### config.mk
export PLATFORM = sky130hd
export DESIGN_NAME = memory_stage_flat
export DESIGN_NICKNAME = d
export VERILOG_FILES = /design/src/rtl/memory_stage_if.sv /design/src/rtl/memory_stage.sv /design/src/flat_wrapper.sv
export SDC_FILE = /design/constraint.sdc
export NUM_CORES = 1
export LEC_CHECK = 0
export ABC_AREA = 1
export CAP_MARGIN = 40
export CORE_MARGIN = 2
export CORE_UTILIZATION = 30
export DETAILED_ROUTE_END_ITERATION = 7
export HOLD_SLACK_MARGIN = 0.08
export PLACE_DENSITY = 0.62
export SYNTH_ARGS = -nofsm -noshare
export SYNTH_HDL_FRONTEND = slang
export SYNTH_SLANG_ARGS = --single-unit
### constraint.sdc
create_clock -name clk -period 2.2 [get_ports clk]
set_input_delay 0.22 -clock clk [delete_from_list [all_inputs] [get_ports clk]]
set_output_delay 0.22 -clock clk [all_outputs]
set_load 0.03 [all_outputs]
### src/rtl/memory_stage_if.sv
// Shared M-stage pipeline bundle types and the valid/ready data-bus interface
// between the memory stage (master) and the data memory (slave).
package memory_stage_pkg;

    typedef struct packed {
        logic [31:0] pc_plus_4;
        logic [31:0] write_data;
        logic        reg_write;
        logic        mem_to_reg;
        logic        mem_write;
        logic        branch;
        logic [31:0] pc_branch;
        logic        zero;
        logic [31:0] alu_result;
        logic [4:0]  write_reg;
    } e_m_reg_t;

    typedef struct packed {
        logic        reg_write;
        logic        mem_to_reg;
        logic [31:0] alu_result;
        logic [31:0] read_data;
        logic [4:0]  write_reg;
    } m_w_reg_t;

endpackage

interface memory_stage_if;
    logic        dreq_valid;
    logic        dreq_write;
    logic [31:0] dreq_addr;
    logic [31:0] dreq_wdata;
    logic [3:0]  dreq_strobe;
    logic        dresp_ready;
    logic [31:0] dresp_data;

    modport master (
        output dreq_valid, dreq_write, dreq_addr, dreq_wdata, dreq_strobe,
        input  dresp_ready, dresp_data
    );

    modport slave (
        input  dreq_valid, dreq_write, dreq_addr, dreq_wdata, dreq_strobe,
        output dresp_ready, dresp_data
    );
endinterface

### src/rtl/memory_stage.sv
// MIPS memory stage: M pipeline register, word load/store over a valid/ready
// bus with a bounded wait, branch resolution and the M->W register.
//
//   state  | meaning
//   -------+----------------------------------------------------------
//   S_IDLE | no access waiting; counter cleared
//   S_BUSY | access issued, waiting for dresp_ready; counter running
module memory_stage
    import memory_stage_pkg::*;
#(
    parameter int WAIT_LIMIT = 64
) (
    input  logic          clk,
    input  logic          resetn,
    input  e_m_reg_t      e_m_reg,
    memory_stage_if.master dbus,
    output logic          mem_stall,
    output logic          pcsrc,
    output logic [31:0]   pc_branch,
    output logic [31:0]   aluoutM,
    output logic [4:0]    write_regM,
    output logic          reg_writeM,
    output m_w_reg_t      m_w_reg,
    output logic          misalign,
    output logic          bus_err,
    output logic          bus_err_sticky
);

    localparam int              CNT_W   = $clog2(WAIT_LIMIT) + 1;
    localparam logic [CNT_W-1:0] CNT_LIM = CNT_W'(WAIT_LIMIT - 1);
    localparam logic [CNT_W-1:0] CNT_MAX = '1;

    typedef enum logic {S_IDLE, S_BUSY} state_t;

    state_t           state_q, state_d;
    logic [CNT_W-1:0] cnt_q, cnt_d;
    e_m_reg_t         m_q, m_d;
    m_w_reg_t         w_q, w_d;
    logic             sticky_q, sticky_d;

    logic mem_op, aligned, at_limit, abort, req, done, stall;
    logic [31:0] unused_pc_plus_4;

    assign unused_pc_plus_4 = m_q.pc_plus_4;

    always_comb begin
        mem_op   = m_q.mem_to_reg | m_q.mem_write;
        aligned  = (m_q.alu_result[1:0] == 2'b00);
        at_limit = (state_q == S_BUSY) && (cnt_q >= CNT_LIM);
        // Ready in the limit cycle still completes; only a silent bus aborts.
        abort    = mem_op & aligned & at_limit & ~dbus.dresp_ready;
        req      = mem_op & aligned & ~abort;
        done     = req & dbus.dresp_ready;
        stall    = req & ~dbus.dresp_ready;

        state_d  = stall ? S_BUSY : S_IDLE;
        cnt_d    = '0;
        if (stall) begin
            cnt_d = (cnt_q == CNT_MAX) ? CNT_MAX : cnt_q + CNT_W'(1);
        end

        m_d      = stall ? m_q : e_m_reg;
        sticky_d = sticky_q | abort;

        w_d = '0;
        if (!stall) begin
            w_d.reg_write  = m_q.reg_write & ~(mem_op & ~aligned) & ~abort;
            w_d.mem_to_reg = m_q.mem_to_reg;
            w_d.alu_result = m_q.alu_result;
            w_d.read_data  = (done && !m_q.mem_write) ? dbus.dresp_data : 32'h0;
            w_d.write_reg  = m_q.write_reg;
        end
    end

    always_ff @(posedge clk or negedge resetn) begin
        if (!resetn) begin
            state_q  <= S_IDLE;
            cnt_q    <= '0;
            m_q      <= '0;
            w_q      <= '0;
            sticky_q <= 1'b0;
        end else begin
            state_q  <= state_d;
            cnt_q    <= cnt_d;
            m_q      <= m_d;
            w_q      <= w_d;
            sticky_q <= sticky_d;
        end
    end

    assign dbus.dreq_valid  = req;
    assign dbus.dreq_write  = m_q.mem_write;
    assign dbus.dreq_addr   = m_q.alu_result;
    assign dbus.dreq_wdata  = m_q.write_data;
    assign dbus.dreq_strobe = m_q.mem_write ? 4'b1111 : 4'b0000;

    assign mem_stall      = stall;
    assign pcsrc          = m_q.branch & m_q.zero;
    assign pc_branch      = m_q.pc_branch;
    assign aluoutM        = m_q.alu_result;
    assign write_regM     = m_q.write_reg;
    assign reg_writeM     = m_q.reg_write;
    assign m_w_reg        = w_q;
    assign misalign       = mem_op & ~aligned;
    assign bus_err        = abort;
    assign bus_err_sticky = sticky_q;

endmodule

### src/flat_wrapper.sv
// flat-port wrapper written by rule: the top's interface ports become plain ports
module memory_stage_flat import memory_stage_pkg::*;
#(
    parameter int WAIT_LIMIT = 64
)
  (clk, resetn, e_m_reg, mem_stall, pcsrc, pc_branch, aluoutM, write_regM, reg_writeM, m_w_reg, misalign, bus_err, bus_err_sticky, dbus_dreq_valid, dbus_dreq_write, dbus_dreq_addr, dbus_dreq_wdata, dbus_dreq_strobe, dbus_dresp_ready, dbus_dresp_data);
  memory_stage_if dbus_i ();
  input  logic clk;
  input  logic resetn;
  input  e_m_reg_t e_m_reg;
  output logic mem_stall;
  output logic pcsrc;
  output logic [31:0] pc_branch;
  output logic [31:0] aluoutM;
  output logic [4:0] write_regM;
  output logic reg_writeM;
  output m_w_reg_t m_w_reg;
  output logic misalign;
  output logic bus_err;
  output logic bus_err_sticky;
  output wire logic [$bits(dbus_i.dreq_valid)-1:0] dbus_dreq_valid;
  output wire logic [$bits(dbus_i.dreq_write)-1:0] dbus_dreq_write;
  output wire logic [$bits(dbus_i.dreq_addr)-1:0] dbus_dreq_addr;
  output wire logic [$bits(dbus_i.dreq_wdata)-1:0] dbus_dreq_wdata;
  output wire logic [$bits(dbus_i.dreq_strobe)-1:0] dbus_dreq_strobe;
  input wire logic [$bits(dbus_i.dresp_ready)-1:0] dbus_dresp_ready;
  input wire logic [$bits(dbus_i.dresp_data)-1:0] dbus_dresp_data;
  assign dbus_dreq_valid = dbus_i.dreq_valid;
  assign dbus_dreq_write = dbus_i.dreq_write;
  assign dbus_dreq_addr = dbus_i.dreq_addr;
  assign dbus_dreq_wdata = dbus_i.dreq_wdata;
  assign dbus_dreq_strobe = dbus_i.dreq_strobe;
  assign dbus_i.dresp_ready = dbus_dresp_ready;
  assign dbus_i.dresp_data = dbus_dresp_data;
  memory_stage #(.WAIT_LIMIT(WAIT_LIMIT)) u_core (.clk(clk), .resetn(resetn), .e_m_reg(e_m_reg), .dbus(dbus_i), .mem_stall(mem_stall), .pcsrc(pcsrc), .pc_branch(pc_branch), .aluoutM(aluoutM), .write_regM(write_regM), .reg_writeM(reg_writeM), .m_w_reg(m_w_reg), .misalign(misalign), .bus_err(bus_err), .bus_err_sticky(bus_err_sticky));
endmodule
==> metrics, run 1 <==
status=finished, final reports clean; CP Class=flip-flop to output pin; Hold Startpoint=dbus_dresp_data[10]; Buffers on Ports=356; final worst-path cycle share=95.2%; max-capacitance violation count=0; Leak=approximately 5.7 nW; Congestion Overflow GR=0; H-tree depth=4; crit path time final=around 2.1 ns; Finished Layout Cells=1444; worst slew pin tran=0.523 ns; Area contributors post-synth=dfrtp_1 (57%), buf_4 (14%), nand2_1 (12%), nand4_1 (8.0%), inv_1 (3.8%); 1st-iter DRT viols=453; register bit total from synthesis=186; most frequent cells in the layout=clkdlybuf4s50_1 (351), nand2_1 (257), dfrtp_1 (185), nand4_1 (104), inv_1 (81); CTS tree=done; Final setup viols=0; Routed Antenna Nets=0; worst rel slew slack=65.1%; Worst Setup End Kind=output pin; Pwr Density=777 nW/um^2; Yosys top cell area share=approximately 57%; reg2reg end=u_core.dbus.dreq_wdata[8]; post-synth top area cell=dfrtp_1; most common cell after layout, fill and taps aside=clkdlybuf4s50_1; Final Total Pwr=9.11 mW; Min-Delay Path Class=primary input to flip-flop; Num CTS Buffers=17; DPL Wire Length=15.0 mm; syn_nets=1062; clk root buf=clkbuf_16; mean routed wirelength per cell=15.7 um; WP data required=1.98 ns; clock latency on the worst-skew pair=about 0.42 ns; Initial Util=a little under a third; die area=between 20000 and 30000 um^2; Post-Syn Instances=888; Post-Syn Area=8170 um^2; die height=169 um; core box area=26900 um^2; post-layout util=about 44%; flop2flop setup slack=0.24 ns; f_max=0.477 GHz; drt pass-1 iters=4; Residual DRC=0; P&R area growth vs syn=43.5%; VDD IR max=0.492 mV; Min-Delay Endpoint=u_core.m_w_reg[15]; Critical Path AT=1.88 ns; Routability Congestion=0.761; register area share after synthesis=a little under three fifths; DP Cell Count=approximately 1400; DRT Wirelength=roughly 23 mm; final hold slack=0.299 ns; fin. max-slew vios=0; GRT Total Usage=15.6%; Fin Setup TNS=0 ns; share of cells above drive strength 1=about 5.7%; routed vias=6351; largest net degree at the start of global routing=~110; clock-pin slew on the worst setup and hold paths=0.08 ns; antenna violations before repair=1; Die Wd=169 um; CP Launch Type=flip-flop; r2r startpoint=u_core.cnt_q[0]; vias in the first global route=6196; Unique masters post-synth=21; CTS Sinks=186; final hold viol count=0; reg2reg path depth=10; Crit Path Max Fanout=5; # IOs=389; number of flip-flops in the largest register=71; Synth Area per Inst=between 9 and 10 um^2; Via density=4.40; clk_skew=0.0137 ns; Hold Path Stages=3; first-pass GRT wire length=35.1 mm; Layout Nets=~1300; Clock Tree Buf Depth=2; Rows=60; Synth Warn #=0
## how the worst max path moves through the flow
stage,start,endpoint,slack (ns)
3_3_place_gp,dbus_dresp_ready,u_core.dbus.dreq_wdata[2],0.22
6_report,u_core.cnt_q[0],mem_stall,0.10
2_1_floorplan,u_core.cnt_q[0],mem_stall,0.38
3_5_place_dp,dbus_dresp_ready,u_core.dbus.dreq_wdata[2],0.20
4_1_cts,u_core.dbus.dreq_write,misalign,0.00002
5_1_grt,u_core.cnt_q[0],mem_stall,-0.02
## area by class of cell
| type | count | area (um^2) |
|---|---|---|
| inverters | 84 | 318 |
| flip-flops and latches | 186 | 4660 |
| fillers | 2679 | 15100 |
| repair buffers | 373 | 3770 |
| clock buffers | 19 | 453 |
| well taps | 341 | 427 |
| multi-input cells | 427 | 1940 |
| clock inverters | 13 | 153 |
| diodes | 1 | 2.50 |
## Yosys cell counts (all sizes together)
library cell	n
o22ai	1
o211ai	1
nor2	51
nand2	259
or2	1
inv	84
dfrtp	186
a21oi	4
nand4	104
nand3	4
clkbuf	24
xor2	1
ha	1
buf	167
## critical path, stage by stage, from the launching register on
cell and delay, ns:
dfrtp_1 0.39, ha_1 0.22, nand2_1 0.07, inv_1 0.08, nand2_2 0.13, nand3_4 0.12
nand2_8 0.12, nand3_4 0.09, inv_1 0.11, buf_6 0.14
## routing by layer
metal / routed length (um) / up-vias / share of wire (%) / track usage, %
li1: - / 3050 / - / -
met1: 9610 / 3039 / 42 / 19.7
met2: 10900 / 243 / 48 / 25.7
met3: 1800 / 19 / 7.9 / 5.31
met4: 374 / 0 / 1.6 / 4.12
met5: 0 / - / 0 / 0
## stage by stage
stage	area, um^2	worst slack, ns
floorplan	8170	0.377
global placement	11100	0.221
detailed placement	11100	0.201
CTS	11700	0.0000218
global route	11700	-0.0210
finish	11700	0.105
## repair_timing
action                                  CTS  global route
cloned                                    0             0
resized for setup                         2             7
endpoints found under the hold margin    52             0
hold buffers                              1             0
buffers inserted                          2             0
endpoints found under the setup margin    1             3
pin swaps                                 1             0
## logic make-up (layout without fill, tap and decap cells)
kind of cell	Yosys count	in the layout	share of synthesized area [%]
AO/OA/AOI/OAI	6	6	0.414
XOR/XNOR	1	1	0.107
adder cells (fa/ha/maj)	1	1	0.153
buffers and inverters	275	489	19.6
flip-flops	186	186	57.0
other	0	1	0
AND/OR/NAND/NOR	419	419	22.7
## report_power, final
group          total, mW  internal [mW]  switching, mW
combinational       2.09          0.890           1.20
clock               3.18           1.68           1.49
sequential          3.84           3.68          0.165
total               9.11           6.25           2.86
(Power assumes the default switching activity.)
==> inputs of run 2 (changes only) <==
CORE_AREA = 2 2 151 153   (was unset)
CORE_MARGIN = unset   (was 2)
CORE_UTILIZATION = unset   (was 30)
DIE_AREA = 0 0 153 155   (was unset)
PLACE_DENSITY = 0.74   (was 0.62)
==> metrics, run 2 (synthesis results as in run 1) <==
status=finished, final reports clean; number of flip-flops in the largest register=71 (unchanged); WP data required=1.98 ns (about the same); FILL cells=1989 (-26%); die area=23700 um^2 (-17%); DRT Wirelength=22.2 mm (-2.2%); Die Wd=153 um (-9.5%); Routability Congestion=0.791 (+3.9%); Clock Tree Buf Depth=2 (unchanged); Initial Util=36.8% (+6.4 points); Via density=4.64 (+5.5%); worst rel slew slack=61.1% (-4.1 points); Critical Path AT=1.89 ns (about the same); Worst Setup End Kind=output pin; DP Cell Count=1356 (-3.7%); clk_skew=0.0112 ns (-0.00250 ns); reg2reg path depth=11 (+1); core box area=22200 um^2 (-17%); multi-input logic area=1930 um^2 (-0.84%); post-layout util=52.9% (+9.2 points); worst slew pin tran=0.584 ns (+0.0608 ns); 1st-iter DRT viols=301 (-34%); fin. max-slew vios=0 (unchanged); Layout Nets=1269 (+0.48%); clk root buf=clkbuf_16; CP Launch Type=flip-flop; CP startpoint=u_core.dbus.dreq_write; Buffers on Ports=356 (unchanged); Crit Path Max Fanout=3 (-2); P&R area growth vs syn=43.8%; GRT Total Usage=18.4% (+2.8 points); Residual DRC=0 (unchanged); Finished Layout Cells=1390 (-3.7%); die height=155 um (-8.3%); largest net degree at the start of global routing=106 (-6.2%); Routed Antenna Nets=0 (unchanged); f_max=0.473 GHz (-0.90%); clock-pin slew on the worst setup and hold paths=0.07 ns (about the same); CTS Sinks=186 (unchanged); antenna violations before repair=0 (-1); CP Class=flip-flop to output pin; vias in the first global route=6412 (+3.5%); clock latency on the worst-skew pair=0.42 ns (about the same); Congestion Overflow GR=0 (unchanged); Area after DPL=11000 um^2 (-0.11%); routed vias=6449 (+1.5%); worst setup margin=0.0855 ns (-0.0191 ns); final worst-path cycle share=96.1% (+0.87 points); flop2flop setup slack=0.30 ns (+0.06 ns); Critical Path Sink=misalign; Rows=55 (-8.3%); crit path time final=2.11 ns (+0.0191 ns); # IOs=389 (unchanged); Min-Delay Path Class=primary input to flip-flop; share of cells above drive strength 1=5.88% (+0.17 points); register area=4650 um^2 (about the same); Pwr Density=796 nW/um^2 (+2.5%); most frequent cells in the layout=clkdlybuf4s50_1 (352), nand2_1 (257), dfrtp_1 (186), nand4_1 (104), inv_1 (81); Final Total Pwr=9.36 mW (+2.7%); drt pass-1 iters=4 (unchanged); H-tree depth=4 (unchanged); pre-CTS setup slack=0.0681 ns (-0.133 ns); first-pass GRT wire length=34.8 mm (-0.82%); DPL Wire Length=15.1 mm (+0.31%); mean routed wirelength per cell=16.0 um (+1.6%); Num CTS Buffers=17 (unchanged); Inserted Diodes=0 (-1); max-capacitance violation count=0 (unchanged); final hold viol count=0 (unchanged); reg2reg end=u_core.dbus.dreq_wdata[26]; Final setup viols=0 (unchanged); r2r startpoint=u_core.cnt_q[0]; design area=11700 um^2 (+0.18%); VDD IR max=0.468 mV (-4.8%); most common cell after layout, fill and taps aside=clkdlybuf4s50_1; Leak=5.79 nW (+1.1%); CTS tree=done
==> run 2: cell count changes in the layout (fill, tap and decap cells not counted), moves of 2 or more <==
cell       delta
buf_12        +3
buf_4         +2
bufinv_16     +4
clkbuf_8      -2
clkinv_4      -4
inv_6         +3
inv_8         -4
==> run 2: worst min-delay path by stage <==
stage / start / slack (ns) / endpoint / cells after the start
final: dbus_dresp_data[22] / 0.31 / u_core.m_w_reg[27] / 3
after CTS: dbus_dresp_data[0] / 0.29 / u_core.m_w_reg[5] / 3
after global placement: resetn / 0.21 / u_core.m_w_reg[45] / 1
after detailed placement: resetn / 0.21 / u_core.m_w_reg[45] / 1
after floorplan: resetn / -0.08 / u_core.aluoutM[0] / 0
after global routing: dbus_dresp_data[17] / 0.29 / u_core.m_w_reg[22] / 3
==> run 2: worst max-delay path: stages (launching register included) <==
cell	delay, ns
dfrtp_1	0.37
inv_1	0.10
a21oi_1	0.26
clkdlybuf4s50_1	0.74
==> run 2: routing by layer <==
layer,GRT usage [%],vias up,part of all wire [%]
met4,5.51,0,1.8
met5,0,-,0
li1,-,3060,-
met2,31.5,269,50
met1,22.5,3094,41
met3,5.77,26,7.1
==> run 2: per-stage QoR <==
| step | TNS [ns] | hold WS, ns |
|---|---|---|
| detailed placement | 0 | 0.211 |
| finish | 0 | 0.306 |
| CTS | 0 | 0.287 |
| floorplan | 0 | -0.0756 |
| global route | -0.00986 | 0.287 |
| global placement | 0 | 0.207 |
==> run 2: report_power, final <==
part           switching, mW  internal, mW  leakage (nW)
Clock                   1.38          2.02         0.307
Sequential             0.158          3.68          2.29
Combinational           1.21         0.903          3.19
==> run 2: layout make-up <==
type,instances,area share (%)
clock inverters,12,1.79
inverters,84,2.70
clock buffers,17,3.62
multi-input cells,427,16.4
repair buffers,379,32.8
well taps,285,3.04
flip-flops and latches,186,39.6
==> run 2: repair_timing <==
| action | CTS | global route |
|---|---|---|
| resized for setup | 8 | 4 |
| setup endpoints to repair | 3 | 2 |
| gates cloned | 0 | 0 |
| hold buffers | 1 | 0 |
| buffers inserted | 3 | 1 |
| hold endpoints to repair | 47 | 0 |
| pin swaps | 1 | 1 |
==> inputs of run 3 (changes only) <==
CTS_CLUSTER_SIZE = 40   (was unset)
==> results of run 3 <==
No change in the layout: final DEF, timing and power equal those of run 2.
